### src/rtl/dma_req_arbiter_pkg.sv
// Shared types and constants for the DMA request arbiter.
// MAX_BURST must match the IO device buffer depth.
package dma_pkg;
    localparam int DMA_DATA_W    = 32;
    localparam int DMA_ADDR_W    = 9;
    localparam int DMA_MAX_BURST = 31;
    localparam int DMA_CNT_W     = 5;

    typedef enum logic [1:0] {
        ST_IDLE,
        ST_GRANT,
        ST_XFER,
        ST_DONE
    } dma_state_t;
endpackage

### src/rtl/dma_req_arbiter_rr_picker.sv
// Combinational round-robin picker: first requester above i_rr_ptr, with wrap.
module dma_rr_picker #(
    parameter int N_DEV = 2
) (
    input  logic [N_DEV-1:0] i_req,
    input  logic [2:0]       i_rr_ptr,
    output logic [2:0]       o_grant,
    output logic             o_valid
);

    // Offset i walks rr_ptr+1 upward; j matches it directly or after one wrap.
    always_comb begin
        o_grant = '0;
        o_valid = 1'b0;
        for (int i = 0; i < N_DEV; i++) begin
            for (int j = 0; j < N_DEV; j++) begin
                if (!o_valid && i_req[j] &&
                    ((int'(i_rr_ptr) + 1 + i == j) || (int'(i_rr_ptr) + 1 + i == j + N_DEV))) begin
                    o_valid = 1'b1;
                    o_grant = 3'(j);
                end
            end
        end
    end

endmodule

### src/rtl/dma_req_arbiter.sv
// Round-robin DMA arbiter moving device buffer words into memory at per-channel addresses.
// Optional DMA_DONE_IRQ_EN adds done_irq/done_cnt completion reporting.
module dma_req_arbiter import dma_pkg::*; #(
    parameter int N_DEV     = 2,
    parameter int ADDR_W    = DMA_ADDR_W,
    parameter int DATA_W    = DMA_DATA_W,
    parameter int MAX_BURST = DMA_MAX_BURST
) (
    input  logic              clk,
    input  logic              rst_n,
    input  logic [N_DEV-1:0]  dev_req,
    input  logic [DATA_W-1:0] dev_rdata,
    output logic [N_DEV-1:0]  dev_ack,
    output logic [ADDR_W-1:0] mem_addr,
    output logic [DATA_W-1:0] mem_wdata,
    output logic              mem_we,
    input  logic              mem_ready,
    input  logic              cfg_we,
    input  logic [2:0]        cfg_chan,
    input  logic [ADDR_W-1:0] cfg_addr,
    output logic              cfg_err,
    output logic              busy,
    output logic [2:0]        grant_id
`ifdef DMA_DONE_IRQ_EN
    ,
    output logic              done_irq,
    output logic [4:0]        done_cnt
`endif
);

    dma_state_t           r_state;
    logic [2:0]           r_grant;
    logic [2:0]           r_rr_ptr;
    logic [DMA_CNT_W-1:0] r_word_cnt;
    logic [ADDR_W-1:0]    r_chan_addr [N_DEV];
    logic                 r_cfg_err;

    logic [2:0]           w_pick_grant;
    logic                 w_pick_valid;
    logic                 w_req_g;
    logic [ADDR_W-1:0]    w_base_g;
    logic                 w_wr;
    logic                 w_accept;
    logic                 w_last;
    logic                 w_cfg_ok;

    dma_rr_picker #(.N_DEV(N_DEV)) u_pick (
        .i_req    (dev_req),
        .i_rr_ptr (r_rr_ptr),
        .o_grant  (w_pick_grant),
        .o_valid  (w_pick_valid)
    );

    always_comb begin
        w_req_g  = 1'b0;
        w_base_g = '0;
        for (int i = 0; i < N_DEV; i++) begin
            if (r_grant == 3'(i)) begin
                w_req_g  = dev_req[i];
                w_base_g = r_chan_addr[i];
            end
        end
    end

    // Write is held while mem_ready is low: address and popped data cannot move.
    assign w_wr      = (r_state == ST_XFER) && w_req_g;
    assign w_accept  = w_wr && mem_ready;
    assign w_last    = (r_word_cnt == DMA_CNT_W'(MAX_BURST - 1));
    assign mem_we    = w_wr;
    assign mem_addr  = w_wr ? w_base_g + ADDR_W'(r_word_cnt) : '0;
    assign mem_wdata = w_wr ? dev_rdata : '0;

    always_comb begin
        dev_ack = '0;
        for (int i = 0; i < N_DEV; i++)
            dev_ack[i] = w_accept && (r_grant == 3'(i));
    end

    // Base of the channel in flight is locked until the grant retires.
    assign w_cfg_ok = cfg_we && ({1'b0, cfg_chan} < 4'(N_DEV)) &&
                      !((cfg_chan == r_grant) && (r_state != ST_IDLE));

    always_ff @(posedge clk or negedge rst_n) begin
        if (!rst_n) begin
            r_state    <= ST_IDLE;
            r_grant    <= '0;
            r_rr_ptr   <= 3'(N_DEV - 1);
            r_word_cnt <= '0;
            r_cfg_err  <= 1'b0;
            for (int i = 0; i < N_DEV; i++) r_chan_addr[i] <= '0;
        end else begin
            r_cfg_err <= cfg_we && !w_cfg_ok;
            case (r_state)
                ST_IDLE: begin
                    if (w_pick_valid) begin
                        r_grant    <= w_pick_grant;
                        r_word_cnt <= '0;
                        r_state    <= ST_GRANT;
                    end
                end
                ST_GRANT: r_state <= ST_XFER;
                ST_XFER: begin
                    if (!w_req_g) begin
                        r_state <= ST_DONE;
                    end else if (mem_ready) begin
                        r_word_cnt <= r_word_cnt + 1'b1;
                        if (w_last) r_state <= ST_DONE;
                    end
                end
                ST_DONE: begin
                    r_rr_ptr <= r_grant;
                    r_state  <= ST_IDLE;
                end
                default: r_state <= ST_IDLE;
            endcase
            for (int i = 0; i < N_DEV; i++) begin
                if ((r_state == ST_DONE) && (r_grant == 3'(i)))
                    r_chan_addr[i] <= r_chan_addr[i] + ADDR_W'(r_word_cnt);
                if (w_cfg_ok && (cfg_chan == 3'(i)))
                    r_chan_addr[i] <= cfg_addr;
            end
        end
    end

    assign cfg_err  = r_cfg_err;
    assign busy     = (r_state != ST_IDLE);
    assign grant_id = r_grant;

`ifdef DMA_DONE_IRQ_EN
    logic [4:0] r_done_cnt;

    always_ff @(posedge clk or negedge rst_n) begin
        if (!rst_n)                  r_done_cnt <= '0;
        else if (r_state == ST_DONE) r_done_cnt <= 5'(r_word_cnt);
    end

    assign done_irq = (r_state == ST_DONE) && (r_word_cnt != '0);
    assign done_cnt = r_done_cnt;
`endif

endmodule

### config.mk
export PLATFORM = sky130hd
export DESIGN_NAME = dma_req_arbiter
export DESIGN_NICKNAME = d
export VERILOG_FILES = /design/src/rtl/dma_req_arbiter_pkg.sv /design/src/rtl/dma_req_arbiter_rr_picker.sv /design/src/rtl/dma_req_arbiter.sv
export SDC_FILE = /design/constraint.sdc
export NUM_CORES = 1
export LEC_CHECK = 0
export CORE_ASPECT_RATIO = 0.7
export CORE_UTILIZATION = 49
export CTS_BUF_LIST = sky130_fd_sc_hd__clkbuf_4 sky130_fd_sc_hd__clkbuf_8
export DETAILED_ROUTE_END_ITERATION = 10
export PLACE_DENSITY = 0.88
export SLEW_MARGIN = 20
export SYNTH_ARGS = -nofsm -noshare
export SYNTH_HDL_FRONTEND = slang
export SYNTH_SLANG_ARGS = --single-unit
export TNS_END_PERCENT = 20
### constraint.sdc
create_clock -name clk -period 5.4 [get_ports clk]
set_input_delay 1.08 -clock clk [delete_from_list [all_inputs] [get_ports clk]]
set_output_delay 1.08 -clock clk [all_outputs]
set_load 0.02 [all_outputs]
==> summary.txt <==
CP bufs+invs: 1
Most frequent cells in the layout: 96 x clkdlybuf4s50_1, 37 x and3_1, 27 x dfrtp_1, 24 x nor2_1, 22 x a21oi_1
Synth warn: 0
Post-cts sizing count: 0
Buffers added on ports: 96
DP Wirelength: 5878 µm
Worst slack, placed: 1.227 ns
Routed via count: 2604
Post-CTS Hold Buffers: 0
Max Freq: 233.9 MHz
Slew Viols, Final: 0
Ports: 99
Max stage delay on crit path: 0.61 ns
Avg WL per Cell: 16.54 µm
First-pass GRT wire length: 12420 µm
Commonest non-fill, non-tap cell in the layout: clkdlybuf4s50_1
Critical path cell sequence: mux2_2 > ha_1 > fa_1 > a211oi_1 > o21ba_2 > nor3_1 > xor2_1 > nor2_1 > clkdlybuf4s50_1
CTS Sinks: 28
Mapped Cells: 300
Post-Syn Area: 0.002564 mm²
CTS Root Cell: clkbuf_8
Initial drt markers: 262
DR DRC count: 0
Crit start category: register
Clk_skew: 0.001788 ns
# setup viols final: 0
Post-Route Setup TNS: 0 ns
Final Critical Period: 4.275 ns
Critical path arrival: 3.20 ns
Critical-path top delay cell: clkdlybuf4s50_1
Number of global-route vias before repair: 2482
Max cap viols: 0
Final period util: 79.17%
Main flop type after synthesis: dfrtp_1
Chip height: 62.52 µm
# Post-CTS Setup Buffers: 0
Status: finished clean
Final worst slack: 1.125 ns
Routed WL: 7540 µm
Rows: 21
CTS clk-pin slew, worst paths: 0.10 ns
H-Tree Depth: 1
Number of CTS-inserted buffers: 3
Worst Tran Pin Value: 0.8667 ns
Vias/cell: 5.711
Static leakage: 1.653 nW
Pin count of the biggest net entering global routing: 36
Layout area overhead: 40.02%
Final hold viol count: 0
Chip Width: 88.46 µm
Synth async-reset ratio: 100.0%
All-layer global routing usage: 28.56%
RSZ-0062 raised after global routing: no
Synth Area per Inst: 8.546 µm²
Initial antenna violation count: 0
Delay-heaviest family, CP: adder cells
Min Hold Slack: 0.5480 ns
Ant diodes: 0
CP Class: reg -> out
Yosys reg bits: 28
Routed Antenna Nets: 0
Initial core utilization: 52.18%
EDFF count, synth: 0
Core footprint: 0.004913 mm²
# fillers: 387
Worst Setup End Kind: output pin
P per Cell Area: 454.3 mW/mm²
WP data required: 4.32 ns
RePlAce Congestion: 0.8901
Max_slew headroom: 42.22%
Total Die Area: 0.005530 mm²
Worst-skew pair later-pin latency: 0.28 ns
Max clock buf depth: 2
CTS tree: yes
Seq/Total Area, Yosys: 27.38%
HP Class: reg -> reg
Total gr overflow: 0
Worst Path Max Fanout: 3
Share of cells above drive strength 1: 6.460%
Unique masters post-synth: 50
# nets final: 461
Peak supply drop: 0.0003214 V
Router iterations before antenna repair: 5
[tightest hold or removal path, delay by kind of cell, from the launching register on]
| kind | cells | cell delay (ns) |
|---|---|---|
| flip-flops | 1 | 0.38 |
| AO/OA/AOI/OAI | 1 | 0.09 |
| buffers and inverters | 1 | 0.07 |
[synth_stat cells, types with 7 or more instances]
cell type  count  share of area [%]
and3_1        37                9.0
nor2_1        24                3.5
o21ai_0       17                3.3
a21oi_1       22                4.3
nand2_1       17                2.5
xnor2_1        7                2.4
nand3_1        8                1.6
o21ai_1        8                1.6
mux2i_1       10                3.9
a211oi_1       9                2.6
xor2_1         8                2.7
dfrtp_1       27                 26
inv_1          9                1.3
clkbuf_1       7                1.0
ha_1          20                9.8
[cell families after synthesis]
kind of cell             synth area share [%]
flip-flops                              27.38
AO/OA/AOI/OAI                           20.30
multiplexers                            7.125
AND/OR/NAND/NOR                         22.26
buffers and inverters                   5.563
other                                  0.1463
XOR/XNOR                                5.125
adder cells (fa/ha/maj)                 12.10
[sequential cells by signal, summed over array words and instances (netlist names)]
register / count
grant_id: 1
r_state: 2
r_chan_addr: 18
cfg_err: 1
r_word_cnt: 5
r_rr_ptr: 1
[layout make-up]
| type | count | area [µm²] | area share, % |
|---|---|---|---|
| clock buffer | 4 | 48.80 | 1.359 |
| inverter | 11 | 46.29 | 1.290 |
| multi-input combinational | 245 | 1723 | 48.00 |
| sequential | 28 | 701.9 | 19.55 |
| tap | 69 | 86.33 | 2.405 |
| timing repair buffer | 99 | 983.4 | 27.40 |
[where the power goes]
group          internal, W  switching, W
sequential        0.000301      0.000113
combinational     0.000497      0.000593
clock            0.0000582     0.0000684
[worst paths after layout]
path	from	endpoint	slack (ns)	depth (start not counted)
max in group asynchronous	rst_n	r_rr_ptr[0]	3.92	2
setup / recovery	grant_id[0]	mem_addr[8]	1.12	9
hold / removal	r_rr_ptr[0]	r_rr_ptr[0]	0.55	2
hold reg to reg	r_rr_ptr[0]	r_rr_ptr[0]	0.55	2
setup reg to reg	r_word_cnt[0]	r_chan_addr[6]	3.15	7
min in group asynchronous	rst_n	r_chan_addr[15]	1.16	2
[metal layers]
layer	up-vias	GRT usage (%)	share of wire (%)
met5	-	0	0
met4	0	4.839	1.2
met3	10	3.303	8.3
met2	128	44.81	46
met1	1209	42.61	44
li1	1257	-	-
[stage by stage]
stage | area (µm²) | power [W] | util [%] | instances
final | 3590 | 0.001631 | 73.06 | 456
after CTS | 3590 | 0.001621 | 73.06 | 456
after global routing | 3590 | 0.001759 | 73.06 | 456
after detailed placement | 3541 | 0.001490 | 72.07 | 452
after global placement | 3541 | 0.001453 | 72.07 | 452
after floorplan | 2567 | 0.001139 | - | 301
No activity file was read; power rests on OpenSTA's default activity.
